<file path="src/rtl/ifc_add_pkg.sv">
// Shared encodings for the ifc_add initiator: data/cfg FSM states and cfg opcodes.
package ifc_add_pkg;

  typedef enum logic [2:0] {
    IDLE   = 3'd0,
    LEN    = 3'd1,
    DATA   = 3'd2,
    RESULT = 3'd3,
    DONE   = 3'd4
  } data_state_e;

  typedef enum logic [1:0] {
    CIDLE  = 2'd0,
    CISSUE = 2'd1,
    CRESP  = 2'd2
  } cfg_state_e;

  localparam logic CFG_OP_READ  = 1'b0;
  localparam logic CFG_OP_WRITE = 1'b1;

endpackage

</file>
<file path="src/rtl/ifc_add_wdog.sv">
// Wait-cycle watchdog: counts while enabled, expires in the TIMEOUT-th waiting cycle.
module ifc_add_wdog #(
  parameter int unsigned TIMEOUT = 1024,
  parameter int unsigned TO_W    = 11
) (
  input  logic CLK,
  input  logic RST_N,
  input  logic i_clr,
  input  logic i_en,
  output logic o_expire
);

  localparam logic [TO_W-1:0] LIMIT = (TIMEOUT == 0) ? {TO_W{1'b0}} : TO_W'(TIMEOUT - 1);

  logic [TO_W-1:0] r_cnt;

  // consecutive cycles spent waiting on the current rdy
  always_ff @(posedge CLK or negedge RST_N) begin
    if (!RST_N) begin
      r_cnt <= {TO_W{1'b0}};
    end else if (i_clr) begin
      r_cnt <= {TO_W{1'b0}};
    end else if (i_en) begin
      r_cnt <= r_cnt + {{(TO_W-1){1'b0}}, 1'b1};
    end else begin
      r_cnt <= r_cnt;
    end
  end

  assign o_expire = (TIMEOUT != 0) && i_en && (r_cnt == LIMIT);

endmodule

</file>
<file path="src/rtl/ifc_add_master.sv">
// Initiator for the ifc_add method interface: len/din/dout command sequencing with a
// per-call watchdog, plus an independent cfg register-access channel.
module ifc_add_master
  import ifc_add_pkg::*;
#(
  parameter int unsigned TIMEOUT = 1024,
  parameter int unsigned TO_W    = 11
) (
  input  logic        CLK,
  input  logic        RST_N,
  input  logic [7:0]  req_len,
  input  logic        req_valid,
  output logic        req_ready,
  input  logic [7:0]  s_data,
  input  logic        s_valid,
  output logic        s_ready,
  output logic [7:0]  res_data,
  output logic        res_err,
  output logic        res_valid,
  input  logic        res_ready,
  input  logic [7:0]  creq_addr,
  input  logic [31:0] creq_wdata,
  input  logic        creq_write,
  input  logic        creq_valid,
  output logic        creq_ready,
  output logic [31:0] cresp_data,
  output logic        cresp_valid,
  input  logic        cresp_ready,
  output logic [7:0]  len_value,
  output logic        len_en,
  input  logic        len_rdy,
  output logic [7:0]  din_value,
  output logic        din_en,
  input  logic        din_rdy,
  output logic        dout_en,
  input  logic [7:0]  dout_value,
  input  logic        dout_rdy,
  output logic [7:0]  cfg_address,
  output logic [31:0] cfg_data_in,
  output logic        cfg_op,
  output logic        cfg_en,
  input  logic [31:0] cfg_data_out,
  input  logic        cfg_rdy,
  output logic        busy,
  output logic        err_sticky
);

  data_state_e r_state;
  cfg_state_e  r_cstate;
  logic [7:0]  r_cnt;

  logic w_len_fire;
  logic w_din_fire;
  logic w_dout_fire;
  logic w_wd_en;
  logic w_wd_clr;
  logic w_wd_expire;

  // Enables follow rdy combinationally so a call can only ever fire when the callee is ready.
  assign w_len_fire  = (r_state == LEN) && len_rdy;
  assign w_din_fire  = (r_state == DATA) && s_valid && din_rdy;
  assign w_dout_fire = (r_state == RESULT) && dout_rdy;

  assign len_en    = w_len_fire;
  assign din_en    = w_din_fire;
  assign s_ready   = w_din_fire;
  assign din_value = s_data;
  assign dout_en   = w_dout_fire;
  assign req_ready = (r_state == IDLE);
  assign res_valid = (r_state == DONE);
  assign busy      = (r_state != IDLE);

  // A starved stream (s_valid low) is not the callee's fault, so DATA only counts on din_rdy stalls.
  assign w_wd_en  = ((r_state == LEN) && !len_rdy) ||
                    ((r_state == DATA) && s_valid && !din_rdy) ||
                    ((r_state == RESULT) && !dout_rdy);
  assign w_wd_clr = !(r_state inside {LEN, DATA, RESULT}) ||
                    w_len_fire || w_din_fire || w_dout_fire || w_wd_expire;

  ifc_add_wdog #(
    .TIMEOUT (TIMEOUT),
    .TO_W    (TO_W)
  ) u_wdog (
    .CLK      (CLK),
    .RST_N    (RST_N),
    .i_clr    (w_wd_clr),
    .i_en     (w_wd_en),
    .o_expire (w_wd_expire)
  );

  // data FSM: command accept, len call, byte stream, dout result, hold until consumed
  always_ff @(posedge CLK or negedge RST_N) begin
    if (!RST_N) begin
      r_state    <= IDLE;
      r_cnt      <= 8'd0;
      len_value  <= 8'd0;
      res_data   <= 8'd0;
      res_err    <= 1'b0;
      err_sticky <= 1'b0;
    end else if (w_wd_expire) begin
      r_state    <= DONE;
      res_data   <= 8'd0;
      res_err    <= 1'b1;
      err_sticky <= 1'b1;
    end else begin
      case (r_state)
        IDLE: begin
          if (req_valid) begin
            if (req_len == 8'd0) begin
              r_state  <= DONE;
              res_data <= 8'd0;
              res_err  <= 1'b1;
            end else begin
              len_value <= req_len;
              r_cnt     <= req_len;
              r_state   <= LEN;
            end
          end
        end
        LEN: begin
          if (len_rdy) begin
            r_state <= DATA;
          end
        end
        DATA: begin
          if (w_din_fire) begin
            r_cnt <= r_cnt - 8'd1;
            if (r_cnt == 8'd1) begin
              r_state <= RESULT;
            end
          end
        end
        RESULT: begin
          if (dout_rdy) begin
            res_data <= dout_value;
            res_err  <= 1'b0;
            r_state  <= DONE;
          end
        end
        DONE: begin
          if (res_ready) begin
            r_state <= IDLE;
          end
        end
        default: r_state <= IDLE;
      endcase
    end
  end

  assign creq_ready  = (r_cstate == CIDLE);
  assign cfg_en      = (r_cstate == CISSUE) && cfg_rdy;
  assign cresp_valid = (r_cstate == CRESP);

  // cfg FSM: latch request, issue when cfg_rdy, return captured data (writes included)
  always_ff @(posedge CLK or negedge RST_N) begin
    if (!RST_N) begin
      r_cstate    <= CIDLE;
      cfg_address <= 8'd0;
      cfg_data_in <= 32'd0;
      cfg_op      <= CFG_OP_READ;
      cresp_data  <= 32'd0;
    end else begin
      case (r_cstate)
        CIDLE: begin
          if (creq_valid) begin
            cfg_address <= creq_addr;
            cfg_data_in <= creq_wdata;
            cfg_op      <= creq_write ? CFG_OP_WRITE : CFG_OP_READ;
            r_cstate    <= CISSUE;
          end
        end
        CISSUE: begin
          if (cfg_rdy) begin
            cresp_data <= cfg_data_out;
            r_cstate   <= CRESP;
          end
        end
        CRESP: begin
          if (cresp_ready) begin
            r_cstate <= CIDLE;
          end
        end
        default: r_cstate <= CIDLE;
      endcase
    end
  end

endmodule
</file>
<file path="config.mk">
export PLATFORM = sky130hd
export DESIGN_NAME = ifc_add_master
export DESIGN_NICKNAME = d
export VERILOG_FILES = /design/src/rtl/ifc_add_pkg.sv /design/src/rtl/ifc_add_wdog.sv /design/src/rtl/ifc_add_master.sv
export SDC_FILE = /design/constraint.sdc
export NUM_CORES = 1
export LEC_CHECK = 0
export CAP_MARGIN = 20
export CORE_MARGIN = 5
export CORE_UTILIZATION = 46
export CTS_CLUSTER_SIZE = 8
export DETAILED_ROUTE_END_ITERATION = 12
export PLACE_DENSITY = 0.86
export SLEW_MARGIN = 25
export SYNTH_ARGS = -nofsm -noshare
export SYNTH_HDL_FRONTEND = slang
export SYNTH_SLANG_ARGS = --single-unit
</file>
<file path="constraint.sdc">
create_clock -name CLK -period 3.2 [get_ports CLK]
set_input_delay 0.64 -clock CLK [delete_from_list [all_inputs] [get_ports CLK]]
set_output_delay 0.64 -clock CLK [all_outputs]
set_load 0.005 [all_outputs]
</file>
==> results_dict.tcl, run 1 <==
set metrics [dict create \
    run_status "completed" \
    synth_top_family_by_area "simple AND/OR/NAND/NOR gates" \
    synth-seq-cells 115 \
    yosys_warnings 0 \
    detailedRoute.firstIterationViolations 246 \
    postLayoutCoreUtil_pct 71.06 \
    synth_edf_count 0 \
    asyncSetResetFlopFracSynth_pct 100.0 \
    synth_simple_gate_area_share_pct 16.88 \
    power.static_leakage_uw 0.003292 \
    crit_required_ns 2.56 \
    metal3_wl_um 1483 \
    buffer_ports.inserted 200 \
    globalplace.congestion 0.8398 \
    yosys.area_share.xor_xnor_pct 0.5206 \
    boundaryPins 217 \
    timing.setup.critical_path_class "register to output pin" \
    dpl_worst_slack_ns 0.4311 \
    share_comb_of_total_power_pct 39.4 \
    via_count 4148 \
    vias_per_cell 5.224 \
    worstHoldPathType "primary input to asynchronous set/reset pin" \
    power.internal_uw 4919 \
    power.density_nw_per_um2 921.9 \
    cp_data_arrival_time_ns 2.15 \
    setup.worst_path.end_class "output pin" \
    detailroute.wirelength.met2_um 7261 \
    total_switching_power_uw 2152 \
    floorplan.initialDensity_pct 46.77 \
    clock_skews_ns 0.005788 \
    final_antenna_net_count 0 \
    maxSlewHeadroom_pct 46.10 \
    multi_input_comb_area_um2 1948 \
    dp_hpwl_um 10310 \
    clock_sink_count 115 \
    drt_pass1_iterations 4 \
    die_height_um 114.8 \
    track_usage_pct 22.37 \
    cts.hold.buffers_added 0 \
    postCtsResizedCells 0 \
    dieWidth_um 114.8 \
    htree_levels 4 \
    wl_met1_um 5258 \
    unrepaired_setup_endpoints_after_global_routing "no" \
    postLayoutCellArea_um2 7670 \
    post_route_cells_drive_above_1_share_pct 15.44 \
    timing_hold_violations_final 0 \
    route.final.wire_length_um 14270 \
    final-setup-viol-count 0 \
    crit_start_category "register" \
    yosys-mux-area-fraction_pct 11.63 \
    post-route-drc-count 0 \
    design.core.area_um2 10790 \
    avgSynthCellArea_um2 11.29 \
    insertion_delay_ns 0.50 \
    grt_pass1_wl_um 23030 \
    timing.critical_path.fanout_max 16 \
    tightestPinTransition_ns 0.8059 \
    mappedNetlistNets 558 \
    timing.final.crit_share_pct 87.25 \
    leading_register_cell_type_out_of_synthesis "sky130_fd_sc_hd__dfrtp_1" \
    postPlaceCellArea_um2 7114 \
    cts_tree "done" \
    setup_tns_ns 0 \
    maxCapViolCount 0 \
    synthesis.area_um2 5047 \
    synth_area_in_adders_pct 0.7437 \
    postLayoutSetupSlackWorst_ns 0.4081 \
    library_cells_used_by_synthesis 63 \
    synth_seq_area_share_pct 57.02 \
    synthesis.instances 447 \
    first_global_vias 4605 \
    timing.final.max_slew_violations 0 \
    compound_gate_portion_of_the_synthesized_area_pct 8.800 \
    ir_drop_mv 0.5014 \
    final.fill_count 753 \
    grt-ovfl-total 0 \
    core.rowCount 38 \
    dieArea_um2 13170 \
    nets 754 \
    grt_start_max_net_pins 60 \
    antenna_found_initial 0 \
    seq_area_um2 2878 \
    sw_frac_of_total_pct 30.43 \
    routed.top_layer "met4" \
    cts.reportedPaths.clkPinSlew_ns 0.06 \
    n_antenna_cell 0 \
    route.detailed.wl_per_inst_um 17.98 \
    total_clock_buffers_created_by_cts 17 \
    cts_root_buf "sky130_fd_sc_hd__clkbuf_8" \
    syn2layout_area_growth_pct 51.96 \
    cts.repair_timing.setup_buffer_count 0 \
    fin_total_pwr_uw 7071 \
    cts.path.max_buffers 2 \
    power.sequential.fraction_pct 35.6 \
    fmax_achieved_mhz 358.2 \
    p_clk_share_pct 25.0 \
    final.min_clock_period_ns 2.792 \
]
==> worst max-delay path, cell delays in order (launching register included) <==
cell                              delay, ns
sky130_fd_sc_hd__dfrtp_1               0.52
sky130_fd_sc_hd__and4bb_4              0.41
sky130_fd_sc_hd__and2_1                0.19
sky130_fd_sc_hd__clkdlybuf4s50_1       0.52
==> cell usage after synthesis (3+ instances only) <==
master,count,area [um^2]
sky130_fd_sc_hd__dfrtp_1,115,2878
sky130_fd_sc_hd__nand2_1,104,390.4
sky130_fd_sc_hd__mux2_2,46,518.0
sky130_fd_sc_hd__inv_1,13,48.80
sky130_fd_sc_hd__a21oi_1,10,50.05
sky130_fd_sc_hd__buf_2,10,50.05
sky130_fd_sc_hd__nor2_1,10,37.54
sky130_fd_sc_hd__nor3_1,10,50.05
sky130_fd_sc_hd__a22o_1,9,78.83
sky130_fd_sc_hd__buf_4,9,67.56
sky130_fd_sc_hd__o21ai_0,9,45.04
sky130_fd_sc_hd__clkbuf_1,8,30.03
sky130_fd_sc_hd__or3_1,6,37.54
sky130_fd_sc_hd__o2bb2ai_1,5,43.79
sky130_fd_sc_hd__nand3_1,4,20.02
sky130_fd_sc_hd__nor4_1,4,25.02
sky130_fd_sc_hd__o22ai_1,4,25.02
sky130_fd_sc_hd__or4_1,4,30.03
sky130_fd_sc_hd__a22oi_1,3,22.52
sky130_fd_sc_hd__ha_1,3,37.54
sky130_fd_sc_hd__mux2_1,3,33.78
sky130_fd_sc_hd__nor3b_1,3,22.52
sky130_fd_sc_hd__or3b_2,3,26.28
sky130_fd_sc_hd__xnor2_1,3,26.28
==> cell families after synthesis <==
logic type | after synthesis
fa+ha+maj | 3
flops | 115
buf+inv | 43
simple gates | 173
mux | 52
xor+xnor | 3
compound gates | 58
==> routing by layer <==
layer,GRT usage (%),vias to the layer above
li1,-,1945
met1,24.35,2002
met2,38.30,179
met3,10.42,22
met4,8.216,0
met5,0,-
==> registers in the layout, summed over array words and instances (netlist names) <==
name,count
cfg_address,8
cfg_data_in,32
cfg_op,1
cresp_data,32
err_sticky,1
len_value,8
r_cnt,8
r_cstate,2
r_state,3
res_data,8
res_err,1
u_wdog.r_cnt,11
==> metrics by stage <==
| step | cells | hold slack (ns) |
|---|---|---|
| 6_report | 794 | 0.1976 |
| 4_1_cts | 794 | 0.2013 |
| 5_1_grt | 794 | 0.2325 |
| 2_1_floorplan | 447 | 0.3444 |
| 3_3_place_gp | 764 | 0.4511 |
| 3_5_place_dp | 764 | 0.4512 |
==> layout by cell type, fill, tap and decap left out, types with 9 or more instances in the layout <==
master	synthesis	layout
sky130_fd_sc_hd__clkbuf_16	0	16
sky130_fd_sc_hd__a21oi_1	10	10
sky130_fd_sc_hd__o21ai_0	9	9
sky130_fd_sc_hd__a22o_1	9	9
sky130_fd_sc_hd__dfrtp_1	115	115
sky130_fd_sc_hd__nor3_1	10	10
sky130_fd_sc_hd__inv_1	13	13
sky130_fd_sc_hd__clkdlybuf4s50_1	0	199
sky130_fd_sc_hd__nor2_1	10	10
sky130_fd_sc_hd__nand2_1	104	104
sky130_fd_sc_hd__mux2_2	46	46
==> path summary, 6_finish.rpt <==
kind                             from              to  slack (ns)  depth (start not counted)
setup / recovery           r_state[0]          din_en        0.41                          3
hold / removal                  RST_N  cresp_data[11]        0.20                          1
setup reg to reg           r_state[0]        r_cnt[1]        0.87                          4
hold reg to reg            err_sticky      err_sticky        0.46                          1
max in group asynchronous       RST_N  cresp_data[18]        2.20                          2
min in group CLK           err_sticky      err_sticky        0.46                          1
==> power groups by stage <==
stage / sequential, uW / clock [uW] / combinational (uW)
detailed placement: 2520 / 0 / 2800
floorplan: 2480 / 0 / 1200
global placement: 2470 / 0 / 2730
finish: 2520 / 1770 / 2780
global route: 2620 / 1880 / 3020
CTS: 2520 / 1800 / 2820
==> final cells by class <==
type | count | area share (%)
flip-flops and latches | 115 | 37.52
well taps | 140 | 2.284
inverters | 13 | 0.6362
clock inverters | 10 | 1.436
clock buffers | 20 | 5.807
repair buffers | 207 | 26.92
multi-input cells | 289 | 25.40
(Power assumes the default switching activity.)
==> run 2: changes to the inputs <==
--- a/config.mk
+++ b/config.mk
@@ -5,12 +5,14 @@
 export SDC_FILE = /design/constraint.sdc
 export NUM_CORES = 1
 export LEC_CHECK = 0
+export ABC_AREA = 1
 export CAP_MARGIN = 20
 export CORE_MARGIN = 5
-export CORE_UTILIZATION = 46
+export CORE_UTILIZATION = 47
 export CTS_CLUSTER_SIZE = 8
 export DETAILED_ROUTE_END_ITERATION = 12
-export PLACE_DENSITY = 0.86
+export HOLD_SLACK_MARGIN = 0.05
+export PLACE_DENSITY = 0.87
 export SLEW_MARGIN = 25
 export SYNTH_ARGS = -nofsm -noshare
 export SYNTH_HDL_FRONTEND = slang
==> run 2 against run 1 <==
- flip-flop and latch count stayed put
- critical path depth is 2 higher
- highest routed layer unchanged
- combinational power up 14%
- global-route usage is 0.22 points lower
- critical path type unchanged
- sequential power about the same
- register-to-register slack gained 0.26 ns
- clock skew is 0.0038 ns higher
- non-clock buffer count decreased by 3
==> results_dict.tcl, run 2 <==
set metrics [dict create \
    worst_hold_slack_ns 0.1942 \
    leading_cell_type_in_the_layout_fill_and_taps_excluded "sky130_fd_sc_hd__nand2_1" \
    drt_pass1_iterations 4 \
    cts_root_buf "sky130_fd_sc_hd__clkbuf_8" \
    synth_seq_area_share_pct 54.68 \
    nets 879 \
    biggestRegsByFlops "cfg_data_in (32), cresp_data (32), u_wdog.r_cnt (11)" \
    dieArea_um2 13410 \
    vias_per_cell 5.030 \
    asyncSetResetFlopFracSynth_pct 100.0 \
    leading_register_cell_type_out_of_synthesis "sky130_fd_sc_hd__dfrtp_1" \
    dp_hpwl_um 11150 \
    synth-seq-cells 115 \
    total_clock_buffers_created_by_cts 17 \
    synth_edf_count 0 \
    cts.hold.buffers_added 0 \
    boundaryPins 217 \
    final_cell_mix "sky130_fd_sc_hd__nand2_1 (227), sky130_fd_sc_hd__clkdlybuf4s50_1 (199), sky130_fd_sc_hd__dfrtp_1 (115)" \
    postCtsResizedCells 0 \
    mappedNetlistNets 683 \
    floorplan.initialDensity_pct 48.33 \
    maxCapViolCount 0 \
    crit_start_category "register" \
    crit_required_ns 2.56 \
    globalplace.congestion 0.9042 \
    timing.setup.critical_path_class "register to output pin" \
    tightestPinTransition_ns 0.7312 \
    synthesis.area_um2 5263 \
    maxSlewHeadroom_pct 51.25 \
    final_antenna_net_count 0 \
    run_status "completed" \
    timing.final.max_slew_violations 0 \
    synthTopCellsByCount "sky130_fd_sc_hd__nand2_1 (227), sky130_fd_sc_hd__dfrtp_1 (115), sky130_fd_sc_hd__mux2_2 (41)" \
    buffer_ports.inserted 200 \
    post_synth_main_area_contributors "sky130_fd_sc_hd__dfrtp_1 (55%), sky130_fd_sc_hd__nand2_1 (16%), sky130_fd_sc_hd__mux2_2 (8.8%), sky130_fd_sc_hd__inv_1 (2.4%), sky130_fd_sc_hd__nor2_1 (2.1%)" \
    clock_skews_ns 0.009539 \
    ir_drop_mv 0.5800 \
    worstHoldPathType "primary input to asynchronous set/reset pin" \
    post-route-drc-count 0 \
    detailedRoute.firstIterationViolations 302 \
    insertion_delay_ns 0.50 \
    die_height_um 115.8 \
    cts.reportedPaths.clkPinSlew_ns 0.06 \
    design.core.area_um2 10890 \
    first_global_vias 4693 \
    setup_tns_ns 0 \
    route.detailed.wl_per_inst_um 15.96 \
    clock_sink_count 115 \
    final.min_clock_period_ns 2.747 \
    timing.critical_path.fanout_max 9 \
    syn2layout_area_growth_pct 49.43 \
    track_usage_pct 22.14 \
    postLayoutCellArea_um2 7864 \
    fin_total_pwr_uw 7512 \
    avgSynthCellArea_um2 9.200 \
    post_route_cells_drive_above_1_share_pct 13.46 \
    antenna_found_initial 0 \
    synth_top_area_cell "sky130_fd_sc_hd__dfrtp_1" \
    timing_hold_violations_final 0 \
    grt-ovfl-total 0 \
    synth.top_cell.area_share_pct 54.68 \
    final-setup-viol-count 0 \
    synth_most_common_cell "sky130_fd_sc_hd__nand2_1" \
    n_antenna_cell 0 \
    cts.repair_timing.setup_buffer_count 0 \
    unrepaired_setup_endpoints_after_global_routing "no" \
    setup.worst_path.end_class "output pin" \
    power.density_nw_per_um2 955.3 \
    power.static_leakage_uw 0.003750 \
    core.rowCount 38 \
    library_cells_used_by_synthesis 31 \
    grt_start_max_net_pins 60 \
    postPlaceCellArea_um2 7301 \
    route.final.wire_length_um 14690 \
    cts_tree "done" \
    fmax_achieved_mhz 364.0 \
    synthesis.instances 572 \
    postLayoutCoreUtil_pct 72.22 \
    yosys_warnings 0 \
    cp_data_arrival_time_ns 2.11 \
    htree_levels 4 \
    grt_pass1_wl_um 23270 \
    dieWidth_um 115.8 \
    cts.path.max_buffers 2 \
    via_count 4628 \
    timing.final.crit_share_pct 85.85 \
]
==> run 2: layout make-up <==
cell class / count / area, um^2
Inverter: 40 / 150.1
Timing Repair Buffer: 204 / 2042
Tap cell: 140 / 175.2
Fill cell: 736 / 3024
Sequential cell: 115 / 2878
Clock inverter: 11 / 137.6
Clock buffer: 20 / 425.4
Multi-Input combinational cell: 390 / 2056
==> run 2: through the flow <==
step,std cells,setup slack (ns)
6_report,920,0.4528
5_1_grt,920,0.3409
4_1_cts,920,0.4197
3_5_place_dp,889,0.6079
3_3_place_gp,889,0.6251
2_1_floorplan,572,1.415
==> run 2: logic make-up (layout without fill, tap and decap cells) <==
logic type,count (synthesis),count (layout),synth area share [%]
and+or+nand+nor,317,317,25.87
DFF,115,115,54.68
buffers and inverters,67,275,6.253
muxes,41,41,8.773
AOI/OAI and AO/OA,23,23,2.710
xor gates and xnor gates,6,6,0.9988
adders and majority gates,3,3,0.7133
==> run 2: metal layers <==
layer  up-vias  part of all wire, %  GRT usage [%]
li1       2209                    -              -
met5         -                    0              0
met2       179                   52          39.62
met1      2218                   39          25.81
met4         0                  1.6          6.806
met3        22                  7.1          6.214
==> run 2: worst paths after layout <==
check | startpoint | endpoint | slack (ns) | depth (start not counted)
min in group CLK | len_value[0] | len_value[0] | 0.47 | 2
hold reg to reg | len_value[0] | len_value[0] | 0.47 | 2
max in group asynchronous | RST_N | cfg_data_in[13] | 2.25 | 2
setup reg to reg | r_state[2] | r_cnt[0] | 1.13 | 8
setup / recovery | r_state[1] | dout_en | 0.45 | 5
hold / removal | RST_N | res_data[6] | 0.19 | 1
==> run 2: worst max-delay path: stages (launching register included) <==
cell	delay (ns)
sky130_fd_sc_hd__dfrtp_1	0.53
sky130_fd_sc_hd__nand2_2	0.11
sky130_fd_sc_hd__nor2_2	0.15
sky130_fd_sc_hd__nand2_1	0.12
sky130_fd_sc_hd__clkinv_1	0.17
sky130_fd_sc_hd__clkdlybuf4s50_1	0.53
==> run 2: power breakdown <==
| part | total (uW) | internal [uW] | switching, uW |
|---|---|---|---|
| registers | 2530 | 2110 | 428 |
| logic | 3180 | 1780 | 1410 |
| clock network | 1800 | 1170 | 625 |
| total | 7510 | 5050 | 2460 |
==> run 3: changes to the inputs <==
==> constraint.sdc (replaced) <==
create_clock -name CLK -period 3.2 [get_ports CLK]
set_input_delay 0.32 -clock CLK [delete_from_list [all_inputs] [get_ports CLK]]
set_output_delay 0.32 -clock CLK [all_outputs]
set_load 0.005 [all_outputs]
==> run 3 against run 2 <==
- die area is the same
- final cell count grew 0.22%
- global-route usage grew 1.0 points
- sequential share of layout area shrank 0.29 points
- clock-buffer cell count shrank 1
- routed wire length grew 2.7%
- non-clock buffer count grew 1
- fmax grew 14%
- via count shrank 0.32%
- flip-flop and latch count is the same
- largest cell class unchanged
- highest routed layer unchanged
==> results_dict.tcl, run 3 (synthesized netlist as in run 2, its figures left out) <==
set metrics [dict create \
    syn2layout_area_growth_pct 50.64 \
    maxSlewHeadroom_pct 55.05 \
    dieArea_um2 13410 \
    first_global_vias 4736 \
    cells_along_the_critical_path "nand2_2 -> nor2_2 -> nand2_1 -> clkinv_1 -> clkdlybuf4s50_1" \
    detailedRoute.firstIterationViolations 276 \
    timing_hold_violations_final 0 \
    crit_family "buffers and inverters" \
    route.detailed.wl_per_inst_um 16.36 \
    post-route-drc-count 0 \
    power.density_nw_per_um2 969.8 \
    unrepaired_setup_endpoints_after_global_routing "no" \
    maxCapViolCount 0 \
    post_layout_nonfiller_instances 922 \
    cts_tree "done" \
    cts_root_buf "sky130_fd_sc_hd__clkbuf_8" \
    setup_tns_ns 0 \
    timing.setup.critical_path_class "register to output pin" \
    timing.critical_path.fanout_max 9 \
    worstHoldPathType "primary input to register" \
    cts.reportedPaths.clkPinSlew_ns 0.06 \
    crit_buf_inv 2 \
    htree_levels 4 \
    run_status "completed" \
    dp_cells 889 \
    final_antenna_net_count 0 \
    grt_start_max_net_pins 63 \
    cts.path.max_buffers 2 \
    crit_start_category "register" \
    grt-ovfl-total 0 \
    final-setup-viol-count 0 \
    timing.final.max_slew_violations 0 \
    via_count 4613 \
    crit_slowest_cell "sky130_fd_sc_hd__clkdlybuf4s50_1" \
    design.core.area_um2 10890 \
    dp_hpwl_um 11170 \
    core.rowCount 38 \
    postCtsResizedCells 0 \
    boundaryPins 217 \
    power.static_leakage_uw 0.003779 \
    antenna_found_initial 0 \
    post_route_cells_drive_above_1_share_pct 13.94 \
    ir_drop_mv 0.6056 \
    insertion_delay_ns 0.51 \
    floorplan.initialDensity_pct 48.33 \
    total_clock_buffers_created_by_cts 17 \
    cp_data_arrival_time_ns 2.08 \
    crit_path_max_incr_delay_ns 0.53 \
    crit_required_ns 2.88 \
    tightestPinTransition_ns 0.6743 \
    drt_pass1_iterations 4 \
    globalplace.congestion 1.023 \
    vias_per_cell 5.003 \
    timing.final.crit_share_pct 75.03 \
    biggestRegsByFlops "cfg_data_in (32), cresp_data (32), u_wdog.r_cnt (11)" \
    setup.worst_path.end_class "output pin" \
    leading_cell_type_in_the_layout_fill_and_taps_excluded "sky130_fd_sc_hd__nand2_1" \
    nets 880 \
    buffer_ports.inserted 200 \
    dieWidth_um 115.8 \
    die_height_um 115.8 \
    fmax_achieved_mhz 416.5 \
    track_usage_pct 23.17 \
    grt_pass1_wl_um 24120 \
    final_cell_mix "sky130_fd_sc_hd__nand2_1 (227), sky130_fd_sc_hd__clkdlybuf4s50_1 (199), sky130_fd_sc_hd__dfrtp_1 (115)" \
    clock_sink_count 115 \
    clock_skews_ns 0.007880 \
    final.min_clock_period_ns 2.401 \
    route.final.wire_length_um 15080 \
    postLayoutCellArea_um2 7928 \
    postPlaceCellArea_um2 7301 \
    n_antenna_cell 0 \
    postLayoutCoreUtil_pct 72.81 \
]
==> run 3: cell count changes in the layout (fill, tap and decap cells not counted), sizes merged <==
cell         previous run  this run
clkbuf                 20        19
clkinvlp                3         2
dlygate4sd3             0         1
inv                    39        42
==> run 3: stage by stage <==
stage / power [uW] / hold slack [ns] / setup slack (ns)
6_report: 7688 / 0.3480 / 0.7991
5_1_grt: 8195 / 0.3231 / 0.6231
4_1_cts: 7747 / 0.3246 / 0.7631
3_5_place_dp: 5773 / 0.4027 / 1.221
3_3_place_gp: 5593 / 0.3906 / 1.268
2_1_floorplan: 4000 / 0.02441 / 1.657
==> run 3: layout make-up <==
type / instances / area (um^2)
inverter: 40 / 150.1
multi-input combinational: 390 / 2056
clock buffer: 19 / 441.7
tap: 140 / 175.2
fill: 726 / 2960
timing repair buffer: 205 / 2052
clock inverter: 13 / 175.2
sequential: 115 / 2878
==> run 3: worst min-delay path, stage by stage <==
cell and delay (ns):
sky130_fd_sc_hd__clkdlybuf4s50_1 0.39, sky130_fd_sc_hd__nand2_1 0.06, sky130_fd_sc_hd__nand2_1 0.04
==> run 3: per-layer routing <==
metal	GRT usage (%)	up-vias	part of all wire, %
li1	-	2215	-
met4	6.265	0	1.6
met1	27.11	2190	39
met5	0	-	0
met3	7.311	22	7.3
met2	41.16	186	52
==> run 3: power by group <==
part,internal (uW),switching [uW],leakage (uW),total [uW]
registers,2110,435,0.00142,2540
clock network,1240,695,0.000296,1930
logic,1780,1440,0.00206,3210
total,5120,2570,0.00378,7690
==> run 3: path summary, 6_finish.rpt <==
check / from / endpoint / depth (start not counted) / slack (ns)
setup / recovery: r_state[1] / dout_en / 5 / 0.80
hold / removal: cfg_data_out[11] / cresp_data[11] / 3 / 0.35
setup reg to reg: r_state[2] / r_cnt[7] / 8 / 1.13
hold reg to reg: cresp_data[15] / cresp_data[15] / 2 / 0.48
max in group asynchronous: RST_N / cresp_data[27] / 3 / 2.06
min in group asynchronous: RST_N / res_data[7] / 2 / 0.37
==> run 3: timing repair <==
item                       CTS  global route
setup endpoints to repair    0             0
hold endpoints to repair    53             0
hold buffers                 1             0
buffers inserted             0             0
